==> config.mk <==
export PLATFORM = sky130hd
export DESIGN_NAME = psk_sample_packer
export DESIGN_NICKNAME = d
export VERILOG_FILES = /design/src/rtl/psk_sample_packer.sv
export SDC_FILE = /design/constraint.sdc
export NUM_CORES = 1
export LEC_CHECK = 0
export ABC_AREA = 1
export CAP_MARGIN = 20
export CORE_UTILIZATION = 65
export DETAILED_ROUTE_END_ITERATION = 10
export GPL_TIMING_DRIVEN = 0
export PLACE_DENSITY = 0.92
export SETUP_SLACK_MARGIN = 0.05
export SYNTH_ARGS = -nofsm -noshare
export SYNTH_HDL_FRONTEND = slang
export SYNTH_SLANG_ARGS = --single-unit
==> constraint.sdc <==
create_clock -name CLK -period 8.9 [get_ports CLK]
set_input_delay 0.89 -clock CLK [delete_from_list [all_inputs] [get_ports CLK]]
set_output_delay 0.89 -clock CLK [all_outputs]
set_load 0.05 [all_outputs]
==> src/rtl/psk_sample_packer.sv <==
// Packs LANES consecutive samples into one DAC word and buffers the words in a
// first-word-fall-through FIFO. The producer cannot be stalled, so a word that
// finds the FIFO full is dropped and a sticky overflow flag is raised.
module psk_sample_packer #(
   parameter int SAMPLE_W   = 12,
   parameter int LANES      = 4,
   parameter int FIFO_DEPTH = 8
) (
   input  logic                          CLK,
   input  logic                          RESET,
   input  logic                          IN_VALID,
   input  logic [SAMPLE_W-1:0]           IN_DATA,
   input  logic                          IN_LAST,
   output logic                          OUT_VALID,
   input  logic                          OUT_READY,
   output logic [SAMPLE_W*LANES-1:0]     OUT_DATA,
   output logic [LANES-1:0]              OUT_KEEP,
   output logic                          OUT_LAST,
   output logic                          OVERFLOW,
   output logic [$clog2(FIFO_DEPTH):0]   FIFO_LEVEL
);

   localparam int WORD_W = SAMPLE_W * LANES;
   localparam int LANE_W = (LANES > 1) ? $clog2(LANES) : 1;
   localparam int PTR_W  = $clog2(FIFO_DEPTH);
   localparam int LVL_W  = PTR_W + 1;
   localparam logic [LANE_W-1:0] LAST_LANE = LANE_W'(LANES - 1);
   localparam logic [LVL_W-1:0]  FULL_LVL  = LVL_W'(FIFO_DEPTH);

   logic [LANE_W-1:0] r_lane;
   logic [WORD_W-1:0] r_pack;
   logic [PTR_W-1:0]  r_wr_ptr;
   logic [PTR_W-1:0]  r_rd_ptr;
   logic [LVL_W-1:0]  r_level;
   logic              r_overflow;

   logic [WORD_W-1:0] r_mem_data [FIFO_DEPTH];
   logic [LANES-1:0]  r_mem_keep [FIFO_DEPTH];
   logic              r_mem_last [FIFO_DEPTH];

   logic              w_commit;
   logic              w_pop;
   logic              w_full;
   logic              w_push;
   logic [WORD_W-1:0] w_commit_data;
   logic [LANES-1:0]  w_commit_keep;

   assign w_commit = IN_VALID && ((r_lane == LAST_LANE) || IN_LAST);
   assign w_full   = (r_level == FULL_LVL);
   assign w_pop    = OUT_VALID && OUT_READY;
   // A pop on the same edge frees the slot, so a commit into a full FIFO still lands.
   assign w_push   = w_commit && (!w_full || w_pop);

   // Lanes below the current one come from the pack register, the current lane
   // from the incoming sample, and everything above is forced to zero.
   always_comb begin
      w_commit_data = '0;
      w_commit_keep = '0;
      for (int i = 0; i < LANES; i++) begin
         if (LANE_W'(i) < r_lane) begin
            w_commit_data[i*SAMPLE_W +: SAMPLE_W] = r_pack[i*SAMPLE_W +: SAMPLE_W];
            w_commit_keep[i] = 1'b1;
         end else if (LANE_W'(i) == r_lane) begin
            w_commit_data[i*SAMPLE_W +: SAMPLE_W] = IN_DATA;
            w_commit_keep[i] = 1'b1;
         end
      end
   end

   // NOTE: sequential state is updated with non-blocking assignments so every
   // register samples the pre-edge values of the others, independent of order.
   always_ff @(posedge CLK) begin
      if (RESET) begin
         r_lane     <= '0;
         r_pack     <= '0;
         r_wr_ptr   <= '0;
         r_rd_ptr   <= '0;
         r_level    <= '0;
         r_overflow <= 1'b0;
      end else begin
         if (IN_VALID) begin
            if (w_commit) begin
               r_lane <= '0;
               r_pack <= '0;
            end else begin
               r_lane <= r_lane + LANE_W'(1);
               r_pack[r_lane*SAMPLE_W +: SAMPLE_W] <= IN_DATA;
            end
         end
         if (w_commit && !w_push) r_overflow <= 1'b1;
         if (w_push) r_wr_ptr <= r_wr_ptr + PTR_W'(1);
         if (w_pop)  r_rd_ptr <= r_rd_ptr + PTR_W'(1);
         case ({w_push, w_pop})
            2'b10:   r_level <= r_level + LVL_W'(1);
            2'b01:   r_level <= r_level - LVL_W'(1);
            default: r_level <= r_level;
         endcase
      end
   end

   // NOTE: the storage array has no reset; stale slots are never visible because
   // the outputs are masked whenever the level is zero.
   always_ff @(posedge CLK) begin
      if (w_push && !RESET) begin
         r_mem_data[r_wr_ptr] <= w_commit_data;
         r_mem_keep[r_wr_ptr] <= w_commit_keep;
         r_mem_last[r_wr_ptr] <= IN_LAST;
      end
   end

   assign OUT_VALID  = (r_level != '0);
   assign OUT_DATA   = OUT_VALID ? r_mem_data[r_rd_ptr] : '0;
   assign OUT_KEEP   = OUT_VALID ? r_mem_keep[r_rd_ptr] : '0;
   assign OUT_LAST   = OUT_VALID ? r_mem_last[r_rd_ptr] : 1'b0;
   assign OVERFLOW   = r_overflow;
   assign FIFO_LEVEL = r_level;

endmodule

---- After elaboration in Yosys (flattened, before gate mapping) ----
Memories as Yosys holds them, arrays and structs flattened. A register that Yosys moved wholly into a read port is not among the register bits.
Index checks and enable logic that the tools add are counted.
storage, ports and cells
  register bits after elaboration ......... 61
  latch bits .............................. 0
  memory bits (writable) .................. 424
  ROM bits ................................ 0
  bits of input ports ..................... 17
  output and inout bits ................... 59
  word-level logic and storage cells ...... 73
  memories ................................ 3
cells by class
  add/sub/neg operators ................... 6
  multiply operators ...................... 1
  divide/modulo/power cells ............... 0
  order comparisons ....................... 4
  eq/ne operators ......................... 7
  shifts and indexed selects .............. 2
  multiplexer cells ....................... 31
  bitwise logic cells ..................... 0
  reduce and logical (&&, ||, !) cells .... 13
memories
  name        words  bits a word  read ports  clocked after memory_dff  wr ports  line  RTL
  r_mem_data  8      48           1           1                         1         37    logic [WORD_W-1:0] r_mem_data [FIFO_DEPTH];
  r_mem_keep  8      4            1           1                         1         38    logic [LANES-1:0] r_mem_keep [FIFO_DEPTH];
  r_mem_last  8      1            1           1                         1         39    logic r_mem_last [FIFO_DEPTH];
operator list
  kind                                                                          count
  12-bit two-way mux                                                            8
  48-bit two-way mux                                                            2
  48-bit bitwise mux                                                            1
  12-bit by 34-bit variable shift with 48-bit output (first input constant)     1
  12-bit by 34-bit indexed part select with 48-bit output                       1
  6-bit negator with 34-bit output                                              1
  3-bit two-way mux                                                             6
  1-bit two-way mux                                                             11
  4-bit case mux with 2 select lines                                            1
  3-bit by 1-bit adder with 3-bit output (second input constant)                2
  1-bit logical AND                                                             5
  4-bit by 1-bit adder with 4-bit output (second input constant)                1
  2-bit == test (first input constant)                                          2
  2-bit == test (second input constant)                                         2
  4-bit == test (second input constant)                                         1
  1-bit by 2-bit less-than comparator with 1-bit output (first input constant)  2
  2-bit less-than comparator (first input constant)                             2
  2-bit by 2-bit multiplier with 4-bit output (second input constant)           1
  4-bit two-way mux                                                             1
  4-bit nonzero test                                                            1
  4-bit by 1-bit subtractor with 4-bit output (second input constant)           1
  1-bit zero test                                                               3
  2-bit by 1-bit adder with 2-bit output (second input constant)                1
  1-bit by 2-bit == test with 1-bit output (first input constant)               1
  other kinds (5)                                                               6

---- Depth between registers and ports, before layout ----
Gate-level depths: netlist of the first run.
  depth after elaboration ................. 7
  gate-level depth with buffers ........... 13

---- Least setup slack after synthesis of the first run ----
OpenSTA, ideal clock, no wires.
  kind .................................... input port to flip-flop
  start ................................... in IN_VALID
  end ..................................... mem r_mem_data[1][0] in the netlist's numbering (enable)
  arrival time ............................ 3.769 ns
  setup slack ............................. 4.669 ns
  cell stages on the path ................. 7
  cells stage by stage .................... buf_2 -> o21ai_4 -> inv_2 -> nand2_1 -> inv_1 -> nand3_1 -> nor2_1
on the way
  word-level cells in the longest chain between the ends .. 5
ends and longest elaborated chain
  element                                  line  RTL
  start: declaration                       11    input logic IN_VALID,
  1-bit logical AND                        48    assign w_commit = IN_VALID && ((r_lane == LAST_LANE) || IN_LAST);
  1-bit logical AND                        52    assign w_push = w_commit && (!w_full || w_pop);
  1-bit logical AND                        104   if (w_push && !RESET) begin
  1-bit two-way mux                        104
  1-bit two-way mux (implied by the code)  105   r_mem_data[r_wr_ptr] <= w_commit_data;
  end: declaration                         37
Every way passes these cells.

==> impl_metrics.env, run 1 <==
export IMPL_fmax_mhz=219.8
export IMPL_max_cap_viol_count=0
export IMPL_drt_iter0_markers=2276
export IMPL_vias=14770
export IMPL_cts_buffers=45
export IMPL_status="complete, no violations"
export IMPL_row_count=63
export IMPL_num_nets_final=1867
export IMPL_critPathKind="reg -> out"
export IMPL_fin_util=0.7573
export IMPL_netlist_instances=1706
export IMPL_wl_met1_um=18870
export IMPL_mostFrequentLayoutCell="edfxtp_1"
export IMPL_setup_viol=0
export IMPL_syn_mean_instance_area_um2=11.50
export IMPL_design_portCount=76
export IMPL_vdd_drop_max_uv=261.9
export IMPL_clock_path_buffers=3
export IMPL_critPathCaptureType="output port"
export IMPL_die_area_um2=30880
export IMPL_dpl_cell_area_um2=21140
export IMPL_synth_area_um2=19620
export IMPL_gp_congestion=1.032
export IMPL_cpPeakStageDelay_ps=850
export IMPL_insertion_delay_ps=540
export IMPL_n_fill_cell=1756
export IMPL_yosysWarnings=0
export IMPL_n_antenna_cell=0
export IMPL_initial_core_util=0.6619
export IMPL_synth_edf_count=416
export IMPL_p_leak_nw=7.762
export IMPL_start_kind="flip-flop"
export IMPL_port_buffers=74
export IMPL_post_cts_buffers=0
export IMPL_synth_distinct_cells=36
export IMPL_postLayoutCellArea_um2=22450
export IMPL_skew_ps=16.93
export IMPL_chipHeight_um=175.7
export IMPL_cts_tree="done"
export IMPL_antenna_found_initial=0
export IMPL_cts_hold_buf=0
export IMPL_area_delta_synth_final_pct=14.41
export IMPL_die_w_um=175.7
export IMPL_wl_per_cell_um=23.71
export IMPL_final_setup_tns_ps=0
export IMPL_coreArea_um2=29640
export IMPL_grt_pass1_vias=14550
export IMPL_vias_per_cell=6.535
export IMPL_wl_met3_um=6966
export IMPL_drive_above_1_share=0.07968
export IMPL_fin_crit_ps=4550
export IMPL_top_layer="met4"
export IMPL_power_density_nw_per_um2=287.1
export IMPL_cts_resized=0
export IMPL_cp_data_arrival_time_ps=3660
export IMPL_grt_usage=0.3477
export IMPL_rsz0062_at_grt="no"
export IMPL_grt_start_max_net_pins=31
export IMPL_hpwlAfterDp_um=33270
export IMPL_drt_total_wl_um=53590
export IMPL_cp_max_fo=10
export IMPL_antenna_left=0
export IMPL_crit_chain="clkbuf_1, inv_1, clkbuf_1, o21ai_0, nor2_1, clkdlybuf4s50_1"
export IMPL_synth_ff_type="edfxtp_1"
export IMPL_synthArstFlopShare=0
export IMPL_seq_area_frac_synth=0.6898
export IMPL_clk_pin_slew_worst_paths_ps=60
export IMPL_drv_slew=0
export IMPL_cp_common_cell="clkbuf_1"
export IMPL_hold_viol=0
export IMPL_syn_nets=1735
export IMPL_first_pass_iters=6
export IMPL_worstMarginPinSlew_ps=1044
export IMPL_drc_errors=0
export IMPL_cts_sinks=468
export IMPL_overflow=0
export IMPL_hp_class="reg -> reg"
export IMPL_slowest_stage="clkdlybuf4s50_1"
export IMPL_root_buffer="clkbuf_16"
export IMPL_final_cell_mix="edfxtp_1, nor2_1, o21ai_0"
export IMPL_grt_pass1_wl_um=80150
export IMPL_fin_crit_sh=0.5112
export IMPL_wl_met2_um=25270
export IMPL_slew_headroom=0.2968
export IMPL_critPathRequiredTime_ps=8010
export IMPL_htreeDepth=2
export IMPL_ys_ff_latch=468
## critical path: cells and delay by family, from the launching register on
family	cells	cell delay, ps
buffers and inverters	4	2360
flip-flops	1	300
AND/OR/NAND/NOR	1	250
AO/OA/AOI/OAI	1	200
## Yosys cell counts, types with 3 or more instances
master    count  area share
buf_4        13      0.0050
nand2_1     191       0.037
buf_1         7      0.0013
dfxtp_1      52       0.053
buf_12        4      0.0041
o211ai_1      6      0.0023
ha_1         11      0.0070
nor2_1      334       0.064
buf_2        22      0.0056
edfxtp_1    416        0.64
mux2i_1      52       0.027
clkbuf_1     53       0.010
o21ai_0     261       0.067
nor2_4        3      0.0017
nor2_2        4      0.0013
o22ai_1      57       0.018
buf_6        10      0.0057
o21ai_1      31      0.0079
inv_2         4     0.00077
a21oi_1      44       0.011
nand3_1      59       0.015
inv_1        51      0.0098
## through the flow
| step | setup slack, ps | cells | hold slack, ps | power, mW |
|---|---|---|---|---|
| 2_1_floorplan | 4669 | 1706 | 433.4 | 3.933 |
| 3_3_place_gp | 1624 | 2170 | 445.2 | 4.605 |
| 3_5_place_dp | 4793 | 2181 | 458.0 | 4.670 |
| 4_1_cts | 4482 | 2260 | 465.3 | 6.390 |
| 5_1_grt | 4339 | 2260 | 480.2 | 6.637 |
| 6_report | 4350 | 2260 | 465.2 | 6.445 |
## state kept, by name, summed over array words and instances (netlist names), named ones only
signal      flops
r_mem_data    384
r_pack         36
r_mem_keep     24
r_mem_last      8
FIFO_LEVEL      4
r_rd_ptr        3
r_wr_ptr        3
r_lane          2
OVERFLOW        1
## cell families after synthesis
group / Yosys count / share of synthesized area
AOI/OAI and AO/OA: 408 / 0.1105
xor gates and xnor gates: 1 / 0.0004465
DFF: 468 / 0.6898
and+or+nand+nor: 601 / 0.1223
muxes: 52 / 0.02653
buffers and inverters: 164 / 0.04241
adders and majority gates: 12 / 0.008036
## cell type report
type                       count  area (µm²)  area share
clock buffer                  54        1160     0.05167
sequential                   468       13530      0.6029
clock inverter                25       143.9    0.006410
buffer                       109       625.6     0.02787
tap                          390       488.0     0.02174
multi-input combinational   1074        5314      0.2367
inverter                      55       206.4    0.009197
timing repair buffer          85       975.9     0.04348
## path summary, 6_finish.rpt
path,depth (start not counted),from,slack (ps),endpoint
worst max-delay path,6,flip-flop,4350,OUT_DATA[10]
worst min-delay path,2,r_pack[24]$_SDFFE_PP0P_,470,r_pack[24]$_SDFFE_PP0P_
worst max register to register,9,r_lane[1]$_SDFFE_PP0P_,5420,r_mem_data[0][6]$_DFFE_PP_
worst min register to register,2,r_pack[24]$_SDFFE_PP0P_,470,r_pack[24]$_SDFFE_PP0P_
## report_power, final
group          internal, mW  switching, mW
sequential             2.41         0.0227
clock                 0.955          0.777
combinational         0.662           1.62
total                  4.03           2.41
## layer usage
layer,vias up,global-route usage
li1,6315,-
met1,7030,0.4537
met2,1198,0.5586
met3,227,0.07792
met4,0,0.1627
met5,-,0
No activity file was read; power rests on OpenSTA's default activity.
==> run 2: changes to the inputs <==
- CORE_UTILIZATION: 65 -> 61
- PLACE_DENSITY: 0.92 -> 0.88
- clock period: 8.9 -> 4.6 ns (I/O delays scaled with it)
==> impl_metrics.env, run 2 (synthesis results as in run 1) <==
export IMPL_status="complete, no violations"
export IMPL_max_cap_viol_count=0
export IMPL_grt_pass1_vias=14100
export IMPL_critPathRequiredTime_ps=4140
export IMPL_cts_resized=0
export IMPL_post_place_ws_ps=873.9
export IMPL_worstMarginPinSlew_ps=1061
export IMPL_regMostFlops="r_mem_data"
export IMPL_top_regs="r_mem_data x384, r_pack x36, r_mem_keep x24"
export IMPL_grt_usage=0.3179
export IMPL_cts_sinks=468
export IMPL_die_area_um2=32880
export IMPL_grt_pass1_wl_um=78590
export IMPL_vias=14390
export IMPL_crit_chain="clkbuf_1, inv_1, clkbuf_1, o21ai_0, nor2_1, clkdlybuf4s50_1"
export IMPL_power_density_nw_per_um2=558.4
export IMPL_setup_viol=0
export IMPL_cts_hold_buf=0
export IMPL_vias_per_cell=6.318
export IMPL_die_w_um=181.3
export IMPL_drv_slew=0
export IMPL_largest_reg_flops=384
export IMPL_hp_class="in -> reg"
export IMPL_final_cell_mix="edfxtp_1, nor2_1, o21ai_0"
export IMPL_critPathCaptureType="output port"
export IMPL_overflow=0
export IMPL_cp_max_fo=10
export IMPL_htreeDepth=2
export IMPL_worst_path_dominant_cell_family="buffers and inverters"
export IMPL_dp_cells=2195
export IMPL_antenna_left=0
export IMPL_cp_common_cell="clkbuf_1"
export IMPL_cp_data_arrival_time_ps=3810
export IMPL_wl_per_cell_um=23.03
export IMPL_n_antenna_cell=0
export IMPL_drc_errors=0
export IMPL_mostFrequentLayoutCell="edfxtp_1"
export IMPL_skew_ps=16.01
export IMPL_antenna_found_initial=0
export IMPL_slew_headroom=0.2851
export IMPL_start_kind="flip-flop"
export IMPL_cpPeakStageDelay_ps=880
export IMPL_slowest_stage="clkdlybuf4s50_1"
export IMPL_first_pass_iters=6
export IMPL_rsz0062_at_grt="no"
export IMPL_vdd_drop_max_uv=448.5
export IMPL_crit_buf_inv=4
export IMPL_design_portCount=76
export IMPL_whs_ps=331.0
export IMPL_stdcell_count=2278
export IMPL_clock_path_buffers=3
export IMPL_fin_util=0.7152
export IMPL_drt_total_wl_um=52460
export IMPL_hpwlAfterDp_um=33600
export IMPL_port_buffers=74
export IMPL_drive_above_1_share=0.08156
export IMPL_row_count=65
export IMPL_fin_crit_sh=0.9280
export IMPL_p_leak_nw=7.835
export IMPL_worstReg2RegStart="r_lane[1]$_SDFFE_PP0P_"
export IMPL_root_buffer="clkbuf_16"
export IMPL_insertion_delay_ps=550
export IMPL_fin_crit_ps=4269
export IMPL_clk_pin_slew_worst_paths_ps=60
export IMPL_area_delta_synth_final_pct=15.34
export IMPL_critPathKind="reg -> out"
export IMPL_fin_ws_ps=331.4
export IMPL_gp_congestion=1.022
export IMPL_coreArea_um2=31640
export IMPL_cts_tree="done"
export IMPL_grt_start_max_net_pins=31
export IMPL_chipHeight_um=181.3
export IMPL_post_cts_buffers=0
export IMPL_hold_path_startpoint="IN_VALID"
export IMPL_num_nets_final=1869
export IMPL_fmax_mhz=234.3
export IMPL_cts_buffers=45
export IMPL_drt_iter0_markers=2116
export IMPL_initial_core_util=0.6201
export IMPL_hold_viol=0
run 2: cell types whose count changed in the layout (fill, tap and decap cells not counted), sizes merged:
cell    previous run  this run
clkinv            23        19
buf               67        69
bufinv             1         3
clkbuf           107       113
run 2: metrics by stage:
step / setup TNS, ps / power [mW] / instance area [µm²]
global route: 0 / 13.03 / 22630
CTS: 0 / 12.56 / 22630
finish: 0 / 12.63 / 22630
global placement: -805090 / 8.947 / 20860
floorplan: 0 / 7.610 / 19620
detailed placement: 0 / 9.051 / 21220
run 2: power by group:
group | switching, mW | internal (mW) | total (mW)
Clock | 1.53 | 2.04 | 3.57
Sequential | 0.0398 | 4.67 | 4.71
Combinational | 3.07 | 1.28 | 4.35
run 2: layer usage:
metal | vias to the layer above | global-route usage | wire length (µm)
met1 | 6843 | 0.4305 | 19560
met2 | 1072 | 0.5106 | 24810
met5 | - | 0 | 0
met3 | 156 | 0.05241 | 6071
li1 | 6322 | - | -
met4 | 0 | 0.1417 | 2020
run 2: worst paths after layout:
kind,slack [ps],end,depth (start not counted)
min,330,r_lane[0]$_SDFFE_PP0P_,2
max reg2reg,1120,r_mem_data[7][37]$_DFFE_PP_,8
max,330,OUT_DATA[10],6
min reg2reg,460,r_pack[24]$_SDFFE_PP0P_,2
run 2: cell type report:
type | count | area (µm²)
repair buffers | 87 | 1039
fillers | 1996 | 9009
clock buffers | 60 | 1225
inverters | 55 | 206.4
flip-flops and latches | 468 | 13530
plain buffers | 109 | 625.6
multi-input cells | 1074 | 5314
well taps | 402 | 503.0
clock inverters | 23 | 182.7
